$ cat src/rtl/axis_prbs_pkg.sv
// Shared PRBS definitions for the stream generator and checker.
// Both ends import this package, so they use the same polynomial and state encoding.
package axis_prbs_pkg;

  localparam int unsigned DW = 32;
  localparam logic [DW-1:0] PRBS_POLY = 32'h0000_4002;
  localparam logic [DW-1:0] PRBS_FILL = 32'h8000_0000;

  typedef enum logic [1:0] {
    SEARCH = 2'd0,
    VERIFY = 2'd1,
    LOCKED = 2'd2
  } state_t;

  // Next PRBS word: feedback bit enters at the MSB and the word shifts right.
  function automatic logic [DW-1:0] prbs_next(input logic [DW-1:0] d);
    return {^(d & PRBS_POLY), d[DW-1:1]};
  endfunction

endpackage

$ cat src/rtl/axisprbs_counter.sv
// Saturating statistics counter with synchronous clear.
// Clear takes priority over increment.
module axisprbs_counter #(
  parameter int unsigned CNTW = 32
) (
  input  logic            clk,
  input  logic            rst,
  input  logic            inc,
  input  logic            clr,
  output logic [CNTW-1:0] count
);

  always_ff @(posedge clk) begin
    if (rst || clr) begin
      count <= '0;
    end else if (inc && (count != '1)) begin
      count <= count + CNTW'(1);
    end
  end

endmodule

$ cat src/rtl/axisprbscheck.sv
// AXI-stream PRBS checker: seeds from received data, locks after a run of
// correct predictions, then counts beats and errors.
module axisprbscheck
  import axis_prbs_pkg::*;
#(
  parameter int unsigned LOCK_COUNT   = 4,
  parameter int unsigned UNLOCK_COUNT = 8,
  parameter int unsigned CNTW         = 32
) (
  input  logic            S_AXI_ACLK,
  input  logic            S_AXI_ARESET,
  input  logic            S_AXIS_TVALID,
  output logic            S_AXIS_TREADY,
  input  logic [DW-1:0]   S_AXIS_TDATA,
  input  logic            i_hold,
  input  logic            i_clear,
  output logic            o_locked,
  output logic            o_err,
  output logic            o_err_seen,
  output logic [CNTW-1:0] o_beats,
  output logic [CNTW-1:0] o_errors
);

  localparam int unsigned MW = 4;
  localparam int unsigned EW = 8;
  localparam logic [MW-1:0] MCNT_LAST = MW'(LOCK_COUNT - 1);
  localparam logic [EW-1:0] ECNT_LAST = EW'(UNLOCK_COUNT - 1);

  state_t        state;
  logic [DW-1:0] exp_word;
  logic [MW-1:0] mcnt;
  logic [EW-1:0] ecnt;

  logic beat;
  logic match;
  logic seed_ok;
  logic beat_locked;
  logic err_beat;

  assign S_AXIS_TREADY = !i_hold && !S_AXI_ARESET;
  assign beat          = S_AXIS_TVALID && S_AXIS_TREADY;
  assign match         = (S_AXIS_TDATA == exp_word);
  assign seed_ok       = (S_AXIS_TDATA != '0);
  assign beat_locked   = beat && (state == LOCKED);
  assign err_beat      = beat_locked && !match;
  assign o_locked      = (state == LOCKED);

  // FSM and predictor; state only advances on accepted beats.
  always_ff @(posedge S_AXI_ACLK) begin
    if (S_AXI_ARESET) begin
      state      <= SEARCH;
      exp_word   <= '0;
      mcnt       <= '0;
      ecnt       <= '0;
      o_err      <= 1'b0;
      o_err_seen <= 1'b0;
    end else begin
      o_err <= err_beat;
      if (i_clear) begin
        o_err_seen <= 1'b0;
      end else if (err_beat) begin
        o_err_seen <= 1'b1;
      end
      if (beat) begin
        unique case (state)
          SEARCH: begin
            // An all-zero word cannot seed the LFSR, so it is ignored.
            if (seed_ok) begin
              exp_word <= prbs_next(S_AXIS_TDATA);
              mcnt     <= '0;
              state    <= VERIFY;
            end
          end
          VERIFY: begin
            if (match) begin
              exp_word <= prbs_next(exp_word);
              mcnt     <= mcnt + MW'(1);
              if (mcnt == MCNT_LAST) begin
                ecnt  <= '0;
                state <= LOCKED;
              end
            end else if (seed_ok) begin
              exp_word <= prbs_next(S_AXIS_TDATA);
              mcnt     <= '0;
            end else begin
              state <= SEARCH;
            end
          end
          LOCKED: begin
            // Predictor free-runs so an isolated bit error does not propagate.
            exp_word <= prbs_next(exp_word);
            if (match) begin
              ecnt <= '0;
            end else begin
              ecnt <= ecnt + EW'(1);
              if (ecnt == ECNT_LAST) begin
                state <= SEARCH;
              end
            end
          end
          default: state <= SEARCH;
        endcase
      end
    end
  end

  axisprbs_counter #(.CNTW(CNTW)) u_beats (
    .clk   (S_AXI_ACLK),
    .rst   (S_AXI_ARESET),
    .inc   (beat_locked),
    .clr   (i_clear),
    .count (o_beats)
  );

  axisprbs_counter #(.CNTW(CNTW)) u_errors (
    .clk   (S_AXI_ACLK),
    .rst   (S_AXI_ARESET),
    .inc   (err_beat),
    .clr   (i_clear),
    .count (o_errors)
  );

endmodule

$ cat config.mk
export PLATFORM = sky130hd
export DESIGN_NAME = axisprbscheck
export DESIGN_NICKNAME = d
export VERILOG_FILES = /design/src/rtl/axis_prbs_pkg.sv /design/src/rtl/axisprbs_counter.sv /design/src/rtl/axisprbscheck.sv
export SDC_FILE = /design/constraint.sdc
export NUM_CORES = 1
export LEC_CHECK = 0
export ABC_AREA = 1
export CORE_ASPECT_RATIO = 0.75
export CORE_MARGIN = 3
export CORE_UTILIZATION = 40
export CTS_BUF_LIST = sky130_fd_sc_hd__clkbuf_8 sky130_fd_sc_hd__clkbuf_16
export DETAILED_ROUTE_END_ITERATION = 10
export DONT_BUFFER_PORTS = 1
export PLACE_DENSITY = 0.58
export SYNTH_ARGS = -nofsm -noshare
export SYNTH_HDL_FRONTEND = slang
export SYNTH_SLANG_ARGS = --single-unit
$ cat constraint.sdc
create_clock -name S_AXI_ACLK -period 1.7 [get_ports S_AXI_ACLK]
set_input_delay 0.255 -clock S_AXI_ACLK [delete_from_list [all_inputs] [get_ports S_AXI_ACLK]]
set_output_delay 0.255 -clock S_AXI_ACLK [all_outputs]
set_load 0.005 [all_outputs]
* Word-level counts from Yosys, hierarchy flattened
Index checks and enable logic that the tools add are counted.
** Word-level totals
- Bits in registers :: 112
- Memories :: 0
- Word-level logic and storage cells :: 65
- RAM bits :: 0
- Latch bits :: 0
- Memory bits (read-only) :: 0
- Input port bits :: 37
** Cells by class
- Mux-type cells :: 17
- Multiply operators :: 0
- Magnitude comparators :: 0
- Bitwise operators :: 0
- Eq/ne operators :: 14
- Add/subtract/negate cells :: 4
- Shifts and indexed selects :: 0
- Reductions and logical operators :: 22
- Divide/modulo/power cells :: 0
** Operators with widths (number)
- $pmux 32 s3 :: 1
- $add 32x1->32 const B :: 2
- $mux 32 :: 2
- $ne 32x32->1 const B :: 2
- $reduce_xor 32->1 :: 2
- $eq 32x32->1 :: 1
- $reduce_bool 32->1 :: 1
- $mux 8 :: 3
- $pmux 8 s2 :: 1
- $mux 2 :: 6
- $add 8x1->8 const B :: 1
- $eq 8x3->1 const B :: 1
- $mux 4 :: 2
- $ne 2x2->1 const B :: 4
- $pmux 4 s2 :: 1
- $logic_and 1x1->1 :: 6
- $ne 3x3->1 const B :: 2
- $pmux 2 s3 :: 1
- $reduce_and 6->1 :: 1
- $add 4x1->4 const B :: 1
- $eq 4x2->1 const B :: 1
- $reduce_and 2->1 :: 2
- $reduce_and 4->1 :: 1
- $reduce_bool 2->1 :: 2
- other kinds (8) :: 10

* Logic depth before layout (Yosys ltp)
Gate-level depths: netlist (run 1).
- Depth in word-level cells :: 6
- Mapped depth :: 14
- Mapped depth without buffers :: 13

* Hierarchy
A second synthesis (run 1) with hierarchy kept.
** Second synthesis, totals
- Cell total of the unflattened synthesis :: 1390
- Area total of the unflattened synthesis :: 8077.7 um^2
** Modules (own cells, without submodules)
- axisprbs_counter :: cells an instance 328, area each 2028.2 um^2, times used 2, seq. area each 640.6 um^2
- axisprbscheck :: cells an instance 734, area each 4021.4 um^2, times used 1, seq. area each 960.9 um^2

* Least setup slack after synthesis (run 1)
No wires, ideal clock.
- Path kind :: reg-to-reg
- Start :: register state[0]
- End :: register u_beats.count[22]
- Slack :: -0.175 ns
- Path buffers :: 2
- Arrival time :: 1.763 ns
- Required time :: 1.587 ns
- Stages on the path, launching flop included :: 14
- Cell sequence :: dfxtp_1 inv_1 ha_1 clkbuf_1 inv_1 nor2_2 inv_1 a21oi_1 buf_2 nand2_1 nor2_1 nand2_1 nand2_1 nor2_1
** Between the ends
- Cells in the longest elaborated chain, start to end :: 3
** Ends and longest elaborated chain
- from (decl) :: RTL line axisprbscheck.sv:29 : state_t state;
- from (signal assigned) :: RTL line axisprbscheck.sv:51 : state <= SEARCH;
- from (signal assigned) :: RTL line axisprbscheck.sv:71 : state <= VERIFY;
- from (signal assigned) :: RTL line axisprbscheck.sv:80 : state <= LOCKED;
- $eq 2x2->1
- via o_locked :: RTL line axisprbscheck.sv:17 : output logic o_locked,
- $logic_and 1x1->1 :: RTL line axisprbscheck.sv:44 : assign beat_locked = beat && (state == LOCKED);
- $logic_and 1x1->1 :: RTL line axisprbs_counter.sv:16 : end else if (inc && (count != '1)) begin
- to (signal assigned) :: RTL line axisprbs_counter.sv:17 : count <= count + CNTW'(1);
- to (decl) :: RTL line axisprbs_counter.sv:10 : output logic [CNTW-1:0] count
The timed path passes the listed nets, and every way through them passes these cells.
A chain may end at the register's enable or synchronous reset.

* Worst setup path after layout (run 1)
- Start :: register u_errors.count[4]
- End :: register u_errors.count[29]
** Between the ends
- Cells in the longest elaborated chain, start to end :: 2
- Elaborated cells between the ends (all ways) :: 3
** Ends and longest elaborated chain (RTL line)
- from (decl) :: axisprbs_counter.sv:10
- from (signal assigned) :: axisprbs_counter.sv:17
- parallel branches: the longest is 2 deep, another holds $add 32x1->32
Parallel ways; which one is timed is not known.

==> summary.md, run 1 <==
| Metric | Value |
|---|---|
| Status | `complete, but fails checks` |
| Failing checks | `setup timing` |
| Leakage | `5.04 nW` |
| Min-delay src | `S_AXI_ARESET` |
| Switching power total | `0.00145 W` |
| WS Path Type | `flop to flop` |
| Final nets | `1527` |
| Vias in the first global route | `7856` |
| Antenna-violating nets left | `0` |
| DP Area | `9250 um2` |
| Post-Syn Instances | `1277` |
| Vias | `8629` |
| CP peak stage delay | `0.38 ns` |
| Peak Freq | `538 MHz` |
| Final antenna diode count | `0` |
| Cell Area, Synth | `7550 um2` |
| Cell-internal power | `0.00417 W` |
| Clock root buffer master | `clkbuf_16` |
| Tmin final | `1.86 ns` |
| Initial core utilization | `41.8%` |
| Crit. End Element | `flop` |
| Max-slew violation count | `0` |
| RR Startpoint | `u_errors.count[4]$_SDFFE_PP0P_` |
| Synthesis-stage register bit count | `112` |
| Setup TNS | `-3.76 ns` |
| Final Hold Viols | `0` |
| CTS buffer count | `9` |
| Crit path DAT | `2.15 ns` |
| VDD IR max | `0.434 mV` |
| Clock-pin slew on the worst setup and hold paths | `0.08 ns` |
| Top cell family by delay on the critical path | `simple AND/OR/NAND/NOR gates` |
| IO Port Bufs | `0` |
| Worst-Margin Slew | `0.413 ns` |
| Switching Share | `25.9%` |
| Combinational share of power | `11.1%` |
| Post-Route WL | `24800 um` |
| WP data required | `1.99 ns` |
| Core area | `18100 um2` |
| Setup WS post-layout | `-0.158 ns` |
| Total die area | `20600 um2` |
| Share of power burned in registers | `48.0%` |
| Power Dens Cells | `519 nW/um2` |
| Area growth syn-to-layout | `43.5%` |
| Die width | `165 um` |
| Critical Path Start | `u_errors.count[4]$_SDFFE_PP0P_` |
| DRC | `0` |
| Dpl ws | `-0.249 ns` |
| Die height | `125 um` |
| Cell Chain, Critical Path | `nand2_4 > nor3_4 > nand2_2 > inv_2 > nand2_2 > nor3_4 > nand3_2 > nand2_4 > buf_6 > buf_16 > nand2_1 > a21oi_1` |
| Ports | `105` |
| Placer Congestion | `0.901` |
| First-pass DRT Iterations | `6` |
| CTS tree | `done` |
| TritonCTS sink count | `112` |
| CP max FO | `7` |
| Design area | `10800 um2` |
| First-pass GRT wire length | `39500 um` |
| Unique masters post-synth | `30` |
| Antenna violations before repair | `0` |
| 1st-iter DRT viols | `555` |
| Final setup viols | `60` |
| Clock Path Buffers | `2` |
| Clock share of power | `40.9%` |
| Vias per inst | `4.99` |
| CP max stage cell | `dfxtp_4` |
| Final period util | `109%` |
| Hold Crit Class | `input pin to flop` |
| Crit start category | `flop` |
| WP buf/inv | `3` |
| Slew margin rel. | `72.5%` |
| Clock skew | `0.0105 ns` |
| HPWL Detailed | `16600 um` |
| Syn_area_per_cell | `5.91 um2` |
| Fin util | `59.9%` |
| GR Overflow Total | `0` |
| FP Rows | `42` |
| Mapped Nets | `1322` |
| Per-cell routed wire length | `14.3 um` |
| Clk_lat worst skew | `0.36 ns` |
| Global-route usage over all layers | `23.0%` |
| Share of cells above drive strength 1 | `30.3%` |
| Synth Warn # | `0` |
| RSZ-0062 raised after global routing | `yes` |
| Largest net degree at the start of global routing | `35` |
| Max_cap viols | `0` |
| H-tree lvl count | `3` |
| Sequential-to-total area share from yosys stat | `29.7%` |
power groups by stage:
stage / clock (W) / sequential (W) / combinational (W)
final: 0.00230 / 0.00270 / 0.000624
after global routing: 0.00244 / 0.00270 / 0.000699
after CTS: 0.00235 / 0.00269 / 0.000590
after detailed placement: 0 / 0.00275 / 0.000569
after global placement: 0 / 0.00275 / 0.000560
after floorplan: 0 / 0.00276 / 0.000359
worst min-delay path, delay by kind of cell:
kind            cells  cell delay [ns]
buf+inv             1             0.03
compound gates      1             0.02
simple gates        1             0.05
routing by layer:
metal  up-vias  global-route usage [%]  wire [um]
met4         0                    4.29        305
met3        22                    5.06       1480
met1      3978                    33.0      11800
met5         -                       0          0
li1       4422                       -          -
met2       207                    35.8      11200
registers in the layout (all words and copies together) (netlist names):
register / flops
exp_word: 32
state: 2
o_err_seen: 1
u_errors.count: 32
u_beats.count: 32
o_err: 1
mcnt: 4
ecnt: 8
worst paths after layout:
| kind | slack (ns) | to | depth (start not counted) |
|---|---|---|---|
| min reg2reg | 0.48 | u_errors.count[1]$_SDFFE_PP0P_ | 2 |
| max | -0.16 | u_errors.count[29]$_SDFFE_PP0P_ | 12 |
| max reg2reg | -0.16 | u_errors.count[29]$_SDFFE_PP0P_ | 12 |
| min | 0.04 | exp_word[20]$_SDFFE_PP0P_ | 3 |
final cells by class:
type                       count  area (um2)
fill                        1739        7250
multi-input combinational    962        5330
sequential                   112        2280
timing repair buffer         239        2010
inverter                     158         593
tap                          242         303
clock buffer                  11         253
clock inverter                 5        56.3
cells by family after synthesis:
kind of cell | synth area share (%)
AOI/OAI and AO/OA | 9.23
xor gates and xnor gates | 7.19
adders and majority gates | 1.33
buffers and inverters | 10.6
DFF | 29.7
and+or+nand+nor | 41.9
metrics by stage:
stage	hold slack [ns]	power (W)	instances
after floorplan	0.463	0.00312	1277
after global placement	0.332	0.00331	1671
after detailed placement	0.333	0.00332	1671
after CTS	0.0306	0.00563	1720
after global routing	0.0396	0.00584	1729
final	0.0434	0.00562	1729
Yosys cell counts (all sizes together):
library cell,number,share of area [%]
buf,18,1.4
o21ai,24,1.6
a31oi,1,0.083
and2,1,0.083
nor4,5,0.41
nand3,95,6.4
xnor2,33,3.8
clkbuf,28,1.4
dfxtp,112,30
nand4,25,2.1
nor2,112,5.8
nor3,33,2.3
nand2,488,24
ha,8,1.3
nand3b,3,0.30
inv,157,7.8
nor3b,2,0.20
a21oi,78,5.2
xor2,29,3.4
o21a,24,2.4
clkinv,1,0.050
cell usage in the layout, fill, tap and decap left out, types with 4 or more instances in the layout:
cell       count
dfxtp_1       82
nand2_4       21
nor3_1        19
nor2_4        14
nand2_2       22
xor2_1        28
xnor2_2        6
buf_12         8
nor3_4         6
nor3_2         8
buf_4        207
inv_2         13
nand3_2       14
nand3_1       80
a21oi_1       54
nand2_1      444
nor2_2        18
o21a_1        24
o21ai_2       10
clkbuf_16      9
xnor2_1       27
a21oi_2       23
buf_6         19
inv_1        145
ha_1           4
ha_4           4
nor2_1        80
o21ai_1       11
nand4_1       25
dfxtp_2       28
what timing repair did:
| action | 4_1_cts | 5_1_grt |
|---|---|---|
| pin swaps | 38 | 93 |
| buffers inserted | 29 | 15 |
| hold buffers | 1 | 0 |
| endpoints found under the setup margin | 79 | 93 |
| resized for setup | 96 | 185 |
| hold endpoints to repair | 5 | 0 |
| cloned | 4 | 1 |
Power figures use the tool's default switching activity.
==> run 2: changes to the inputs <==
- GPL_TIMING_DRIVEN: default -> 0
==> summary.md, run 2 (same netlist as run 1, synthesis figures left out) <==
| Metric | Value |
|---|---|
| Dpl ws | `-0.581 ns (was -0.249 ns)` |
| Combinational share of power | `10.1% (was 11.1%)` |
| Met2 usage | `31.0% (was 35.8%)` |
| CP max FO | `8 (was 7)` |
| Crit. End Element | `flop (unchanged)` |
| Flop-to-flop setup slack | `-0.16 ns (about the same)` |
| Tmin final | `1.86 ns (about the same)` |
| Clock-pin slew on the worst setup and hold paths | `0.08 ns (about the same)` |
| WP buf/inv | `1 (was 3)` |
| TritonCTS sink count | `112 (unchanged)` |
| Vias | `8061 (was 8629)` |
| Initial core utilization | `41.8% (unchanged)` |
| H-tree lvl count | `3 (unchanged)` |
| Cell Chain, Critical Path | `nand2_1 > nor2_2 > nand4_1 > nor3_4 > nand3_4 > nand2_8 > buf_8 > nand2_1 > a21oi_1 (was nand2_4 > nor3_4 > nand2_2 > inv_2 > nand2_2 > nor3_4 > nand3_2 > nand2_4 > buf_6 > buf_16 > nand2_1 > a21oi_1)` |
| Vias in the first global route | `6947 (was 7856)` |
| Biggest regs | `exp_word: 32 flops, u_beats.count: 32 flops, u_errors.count: 32 flops (unchanged)` |
| Placer Congestion | `0.928 (was 0.901)` |
| Clk_lat worst skew | `0.36 ns (about the same)` |
| Setup TNS | `-6.29 ns (was -3.76 ns)` |
| WS Path Type | `flop to flop (unchanged)` |
| HPWL Detailed | `16200 um (was 16600 um)` |
| Met3 usage | `5.19% (was 5.06%)` |
| Die height | `125 um (unchanged)` |
| Final antenna diode count | `0 (unchanged)` |
| Hold Crit Class | `input pin to flop (unchanged)` |
| CP peak stage delay | `0.39 ns (was 0.38 ns)` |
| Switching power total | `0.00145 W (about the same)` |
| CTS tree | `done (unchanged)` |
| First-pass DRT Iterations | `5 (was 6)` |
| Clock skew | `0.0115 ns (was 0.0105 ns)` |
| Commonest non-fill, non-tap cell in the layout | `nand2_1 (unchanged)` |
| Slew margin rel. | `53.3% (was 72.5%)` |
| Ports | `105 (unchanged)` |
| Worst-Margin Slew | `0.700 ns (was 0.413 ns)` |
| Commonest cells after routing, fill and taps aside | `nand2_1 (439), inv_1 (146), nand3_1 (79) (was nand2_1 (444), buf_4 (207), inv_1 (145))` |
| Setup WS post-layout | `-0.162 ns (was -0.158 ns)` |
| Peak Freq | `537 MHz (was 538 MHz)` |
| Antenna-violating nets left | `0 (unchanged)` |
| Clock share of power | `39.2% (was 40.9%)` |
| Final setup viols | `67 (was 60)` |
| CP max stage cell | `dfxtp_2 (was dfxtp_4)` |
| Antenna violations before repair | `0 (unchanged)` |
| Failing checks | `setup timing (unchanged)` |
| Final period util | `110% (was 109%)` |
| Cell-internal power | `0.00388 W (was 0.00417 W)` |
| Per-cell routed wire length | `15.0 um (was 14.3 um)` |
| Core area | `18100 um2 (unchanged)` |
| Crit start category | `flop (unchanged)` |
| First-pass GRT wire length | `36100 um (was 39500 um)` |
| RSZ-0062 raised after global routing | `yes (unchanged)` |
| Leakage | `4.24 nW (was 5.04 nW)` |
| Share of power burned in registers | `50.7% (was 48.0%)` |
| Area growth syn-to-layout | `30.2% (was 43.5%)` |
| Post-Route WL | `23700 um (was 24800 um)` |
| Clock Path Buffers | `2 (unchanged)` |
| Power Dens Cells | `542 nW/um2 (was 519 nW/um2)` |
| Share of cells above drive strength 1 | `25.6% (was 30.3%)` |
| Clock root buffer master | `clkbuf_16 (unchanged)` |
| GR Overflow Total | `0 (unchanged)` |
| VDD IR max | `0.387 mV (was 0.434 mV)` |
| Final Hold Viols | `0 (unchanged)` |
| Status | `complete, but fails checks (unchanged)` |
| Most used cell, CP | `nand2_1` |
| Worst hold slack | `0.221 ns (was 0.0434 ns)` |
| Vias per inst | `5.10 (was 4.99)` |
| Largest net degree at the start of global routing | `18 (was 35)` |
| WP data required | `1.98 ns (was 1.99 ns)` |
| FP Rows | `42 (unchanged)` |
| CTS buffer count | `9 (unchanged)` |
| Switching Share | `27.1% (was 25.9%)` |
| Top cell family by delay on the critical path | `simple AND/OR/NAND/NOR gates (unchanged)` |
| Total die area | `20600 um2 (unchanged)` |
| Die width | `165 um (unchanged)` |
| Final nets | `1378 (was 1527)` |
| Max_cap viols | `0 (unchanged)` |
| 1st-iter DRT viols | `602 (was 555)` |
| IO Port Bufs | `0 (unchanged)` |
| Global-route usage over all layers | `21.4% (was 23.0%)` |
| DRC | `0 (unchanged)` |
| Max-slew violation count | `0 (unchanged)` |
| Met1 global-route usage | `32.2% (was 33.0%)` |
| Grt peak-use layer | `met1 (was met2)` |
| Crit path DAT | `2.14 ns (was 2.15 ns)` |
## run 2: metal layers
metal  vias up  routed length [um]
met5         -                   0
met4         0                 249
met3        19                1700
met2       240               10200
met1      3681               11600
li1       4121                   -
## run 2: repair_timing
action | CTS | global route
resized for setup | 207 | 186
pin swaps | 32 | 64
setup endpoints to repair | 112 | 110
setup buffers | 24 | 19
hold buffers | 0 | 0
cloned | 2 | 4
## run 2: final timing paths
kind	to	cells past startpoint	from
setup / recovery	u_errors.count[22]$_SDFFE_PP0P_	9	u_errors.count[15]$_SDFFE_PP0P_
setup reg to reg	u_errors.count[22]$_SDFFE_PP0P_	9	u_errors.count[15]$_SDFFE_PP0P_
hold reg to reg	u_beats.count[3]$_SDFFE_PP0P_	1	u_beats.count[3]$_SDFFE_PP0P_
hold / removal	exp_word[22]$_SDFFE_PP0P_	6	S_AXIS_TDATA[23]
## run 2: worst register-to-register path, stage by stage (launching register included)
cell,delay (ns)
dfxtp_2,0.39
nand2_1,0.08
nor2_2,0.12
nand4_1,0.21
nor3_4,0.30
nand3_4,0.17
nand2_8,0.19
buf_8,0.14
nand2_1,0.05
a21oi_1,0.14
## run 2: area by class of cell
class	count	area, um2
fill	1776	8250
multi-input combinational	962	5450
sequential	112	2360
inverter	158	607
timing repair buffer	48	515
buffer	42	312
tap	242	303
clock buffer	10	239
clock inverter	6	37.5
## run 2: power groups by stage
stage / combinational [W] / sequential, W / clock [W]
2_1_floorplan: 0.000359 / 0.00276 / 0
3_3_place_gp: 0.000455 / 0.00277 / 0
3_5_place_dp: 0.000457 / 0.00277 / 0
4_1_cts: 0.000482 / 0.00270 / 0.00214
5_1_grt: 0.000603 / 0.00271 / 0.00223
6_report: 0.000539 / 0.00270 / 0.00209
## run 2: through the flow
stage / utilization (%) / instance area (um2) / power [W] / std cells
floorplan: - / 7590 / 0.00312 / 1277
global placement: 43.6 / 7890 / 0.00323 / 1519
detailed placement: 43.6 / 7890 / 0.00323 / 1519
CTS: 49.8 / 9000 / 0.00533 / 1558
global route: 54.4 / 9830 / 0.00554 / 1580
finish: 54.4 / 9830 / 0.00533 / 1580
==> run 3: changes to the inputs <==
- CORE_MARGIN: 3 -> 2
- clock period: 1.7 -> 1.6 ns (I/O delays scaled with it)
==> summary.md, run 3 (same netlist as run 1, synthesis figures left out) <==
| Metric | Value |
|---|---|
| Most used cell, CP | `nand2_4 (was nand2_1)` |
| Share of cells above drive strength 1 | `31.1% (was 25.6%)` |
| CP peak stage delay | `0.40 ns (was 0.39 ns)` |
| Commonest cells after routing, fill and taps aside | `nand2_1 (410), inv_1 (142), nor2_1 (83) (was nand2_1 (439), inv_1 (146), nand3_1 (79))` |
| Post-Route WL | `23800 um (was 23700 um)` |
| Dpl ws | `-0.567 ns (was -0.581 ns)` |
| Area growth syn-to-layout | `34.5% (was 30.2%)` |
| Clock root buffer master | `clkbuf_16 (unchanged)` |
| Leakage | `4.28 nW (was 4.24 nW)` |
| Hold Crit Class | `input pin to flop (unchanged)` |
| Power Dens Cells | `568 nW/um2 (was 542 nW/um2)` |
| CTS buffer count | `9 (unchanged)` |
| Status | `complete, but fails checks (unchanged)` |
| WS Path Type | `flop to flop (unchanged)` |
| Antenna-violating nets left | `0 (unchanged)` |
| Crit. End Element | `flop (unchanged)` |
| Failing checks | `setup timing (unchanged)` |
| Total die area | `20000 um2 (was 20600 um2)` |
| Ports | `105 (unchanged)` |
| H-tree lvl count | `3 (unchanged)` |
| HPWL Detailed | `15900 um (was 16200 um)` |
| First-pass DRT Iterations | `5 (unchanged)` |
| # fillers | `1781 (was 1776)` |
| Initial core utilization | `40.8% (was 41.8%)` |
| FP Rows | `43 (was 42)` |
| Vias in the first global route | `7436 (was 6947)` |
| Cell Chain, Critical Path | `ha_4 > nand2_4 > nor2_4 > nand2_2 > nor3_4 > buf_6 > a21oi_4 > buf_8 > nand2_4 > nor2_2 > o21ai_1 > nor2_1 (was nand2_1 > nor2_2 > nand4_1 > nor3_4 > nand3_4 > nand2_8 > buf_8 > nand2_1 > a21oi_1)` |
| Setup WS post-layout | `-0.248 ns (was -0.162 ns)` |
| First-pass GRT wire length | `37900 um (was 36100 um)` |
| Clock Path Buffers | `2 (unchanged)` |
| Clock-pin slew on the worst setup and hold paths | `0.08 ns (about the same)` |
| Global-route usage over all layers | `23.5% (was 21.4%)` |
| Final nets | `1389 (was 1378)` |
| Final period util | `115% (was 110%)` |
| Final antenna diode count | `0 (unchanged)` |
| DRC | `0 (unchanged)` |
| RSZ-0062 raised after global routing | `yes (unchanged)` |
| Max_cap viols | `0 (unchanged)` |
| Peak Freq | `541 MHz (was 537 MHz)` |
| Die height | `123 um (was 125 um)` |
| Clk_lat worst skew | `0.36 ns (about the same)` |
| Core area | `18500 um2 (was 18100 um2)` |
| DP Area | `7970 um2 (was 7890 um2)` |
| CP max FO | `5 (was 8)` |
| WP data required | `1.86 ns (was 1.98 ns)` |
| Tmin final | `1.85 ns (was 1.86 ns)` |
| Vias | `8198 (was 8061)` |
| GR Overflow Total | `0 (unchanged)` |
| Die width | `163 um (was 165 um)` |
| Area of the multi-input gates | `5650 um2 (was 5450 um2)` |
| Antenna violations before repair | `0 (unchanged)` |
| Placer Congestion | `0.915 (was 0.928)` |
| Max-slew violation count | `0 (unchanged)` |
| IO Port Bufs | `0 (unchanged)` |
| Worst-Margin Slew | `0.747 ns (was 0.700 ns)` |
| VDD IR max | `0.476 mV (was 0.387 mV)` |
| Largest net degree at the start of global routing | `18 (unchanged)` |
| Biggest regs | `exp_word: 32 flops, u_beats.count: 32 flops, u_errors.count: 32 flops (unchanged)` |
| Clock skew | `0.0127 ns (was 0.0115 ns)` |
| Per-cell routed wire length | `14.9 um (was 15.0 um)` |
| FF/Latch Area | `2390 um2 (was 2360 um2)` |
| Hold_buf cts | `0 (unchanged)` |
| CTS tree | `done (unchanged)` |
| TritonCTS sink count | `112 (unchanged)` |
| Crit path DAT | `2.11 ns (was 2.14 ns)` |
| Crit start category | `flop (unchanged)` |
| Design area | `10200 um2 (was 9830 um2)` |
| Final Hold Viols | `0 (unchanged)` |
| Worst hold slack | `0.212 ns (was 0.221 ns)` |
| 1st-iter DRT viols | `633 (was 602)` |
| WP buf/inv | `2 (was 1)` |
| Vias per inst | `5.14 (was 5.10)` |
| Commonest non-fill, non-tap cell in the layout | `nand2_1 (unchanged)` |
| Final setup viols | `78 (was 67)` |
| Top cell family by delay on the critical path | `simple AND/OR/NAND/NOR gates (unchanged)` |
| Slew margin rel. | `50.2% (was 53.3%)` |
| CP max stage cell | `dfxtp_4 (was dfxtp_2)` |
run 3: where the power goes:
| group | internal [W] | leakage, nW | switching, W |
|---|---|---|---|
| Combinational | 0.000238 | 3.19 | 0.000363 |
| Clock | 0.00121 | 0.148 | 0.00110 |
| Sequential | 0.00281 | 0.949 | 0.0000522 |
| Total | 0.00426 | 4.28 | 0.00151 |
run 3: final timing paths:
check / start / to / slack, ns / cells past startpoint
worst min register to register: u_beats.count[3]$_SDFFE_PP0P_ / u_beats.count[3]$_SDFFE_PP0P_ / 0.49 / 1
worst max register to register: u_beats.count[1]$_SDFFE_PP0P_ / u_beats.count[30]$_SDFFE_PP0P_ / -0.25 / 12
worst min-delay path: S_AXIS_TDATA[26] / exp_word[25]$_SDFFE_PP0P_ / 0.21 / 6
worst max-delay path: u_beats.count[1]$_SDFFE_PP0P_ / u_beats.count[30]$_SDFFE_PP0P_ / -0.25 / 12
run 3: worst reg2reg max path, cell delays in order, from the launching register on:
cell and delay, ns:
dfxtp_4 0.40, ha_4 0.15, nand2_4 0.07, nor2_4 0.10, nand2_2 0.08, nor3_4 0.28, buf_6 0.15, a21oi_4 0.07
buf_8 0.16, nand2_4 0.08, nor2_2 0.04, o21ai_1 0.12, nor2_1 0.05
run 3: area by class of cell:
class	count	share of cell area, %
multi-input cells	964	55.6
clock inverters	7	0.628
flip-flops and latches	112	23.5
well taps	247	3.04
repair buffers	55	5.27
inverters	158	5.95
clock buffers	9	2.22
plain buffers	44	3.76
run 3: per-stage QoR:
stage	setup TNS [ns]	utilization [%]	std cells	power, W
2_1_floorplan	-0.0785	-	1277	0.00331
3_3_place_gp	-51.22	43.1	1524	0.00342
3_5_place_dp	-51.42	43.1	1524	0.00343
4_1_cts	-9.04	51.3	1581	0.00582
5_1_grt	-20.95	54.9	1596	0.00602
6_report	-13.47	54.9	1596	0.00577
run 3: repair_timing:
action,CTS,global route
gates cloned,7,1
pin swaps,41,56
endpoints found under the setup margin,112,110
gates resized for setup,304,176
buffers inserted,35,16
run 3: per-layer routing:
metal	wire length (um)	global-route usage [%]
met1	11300	34.0
met5	0	0
met2	10600	36.2
met4	186	4.98
met3	1700	4.76
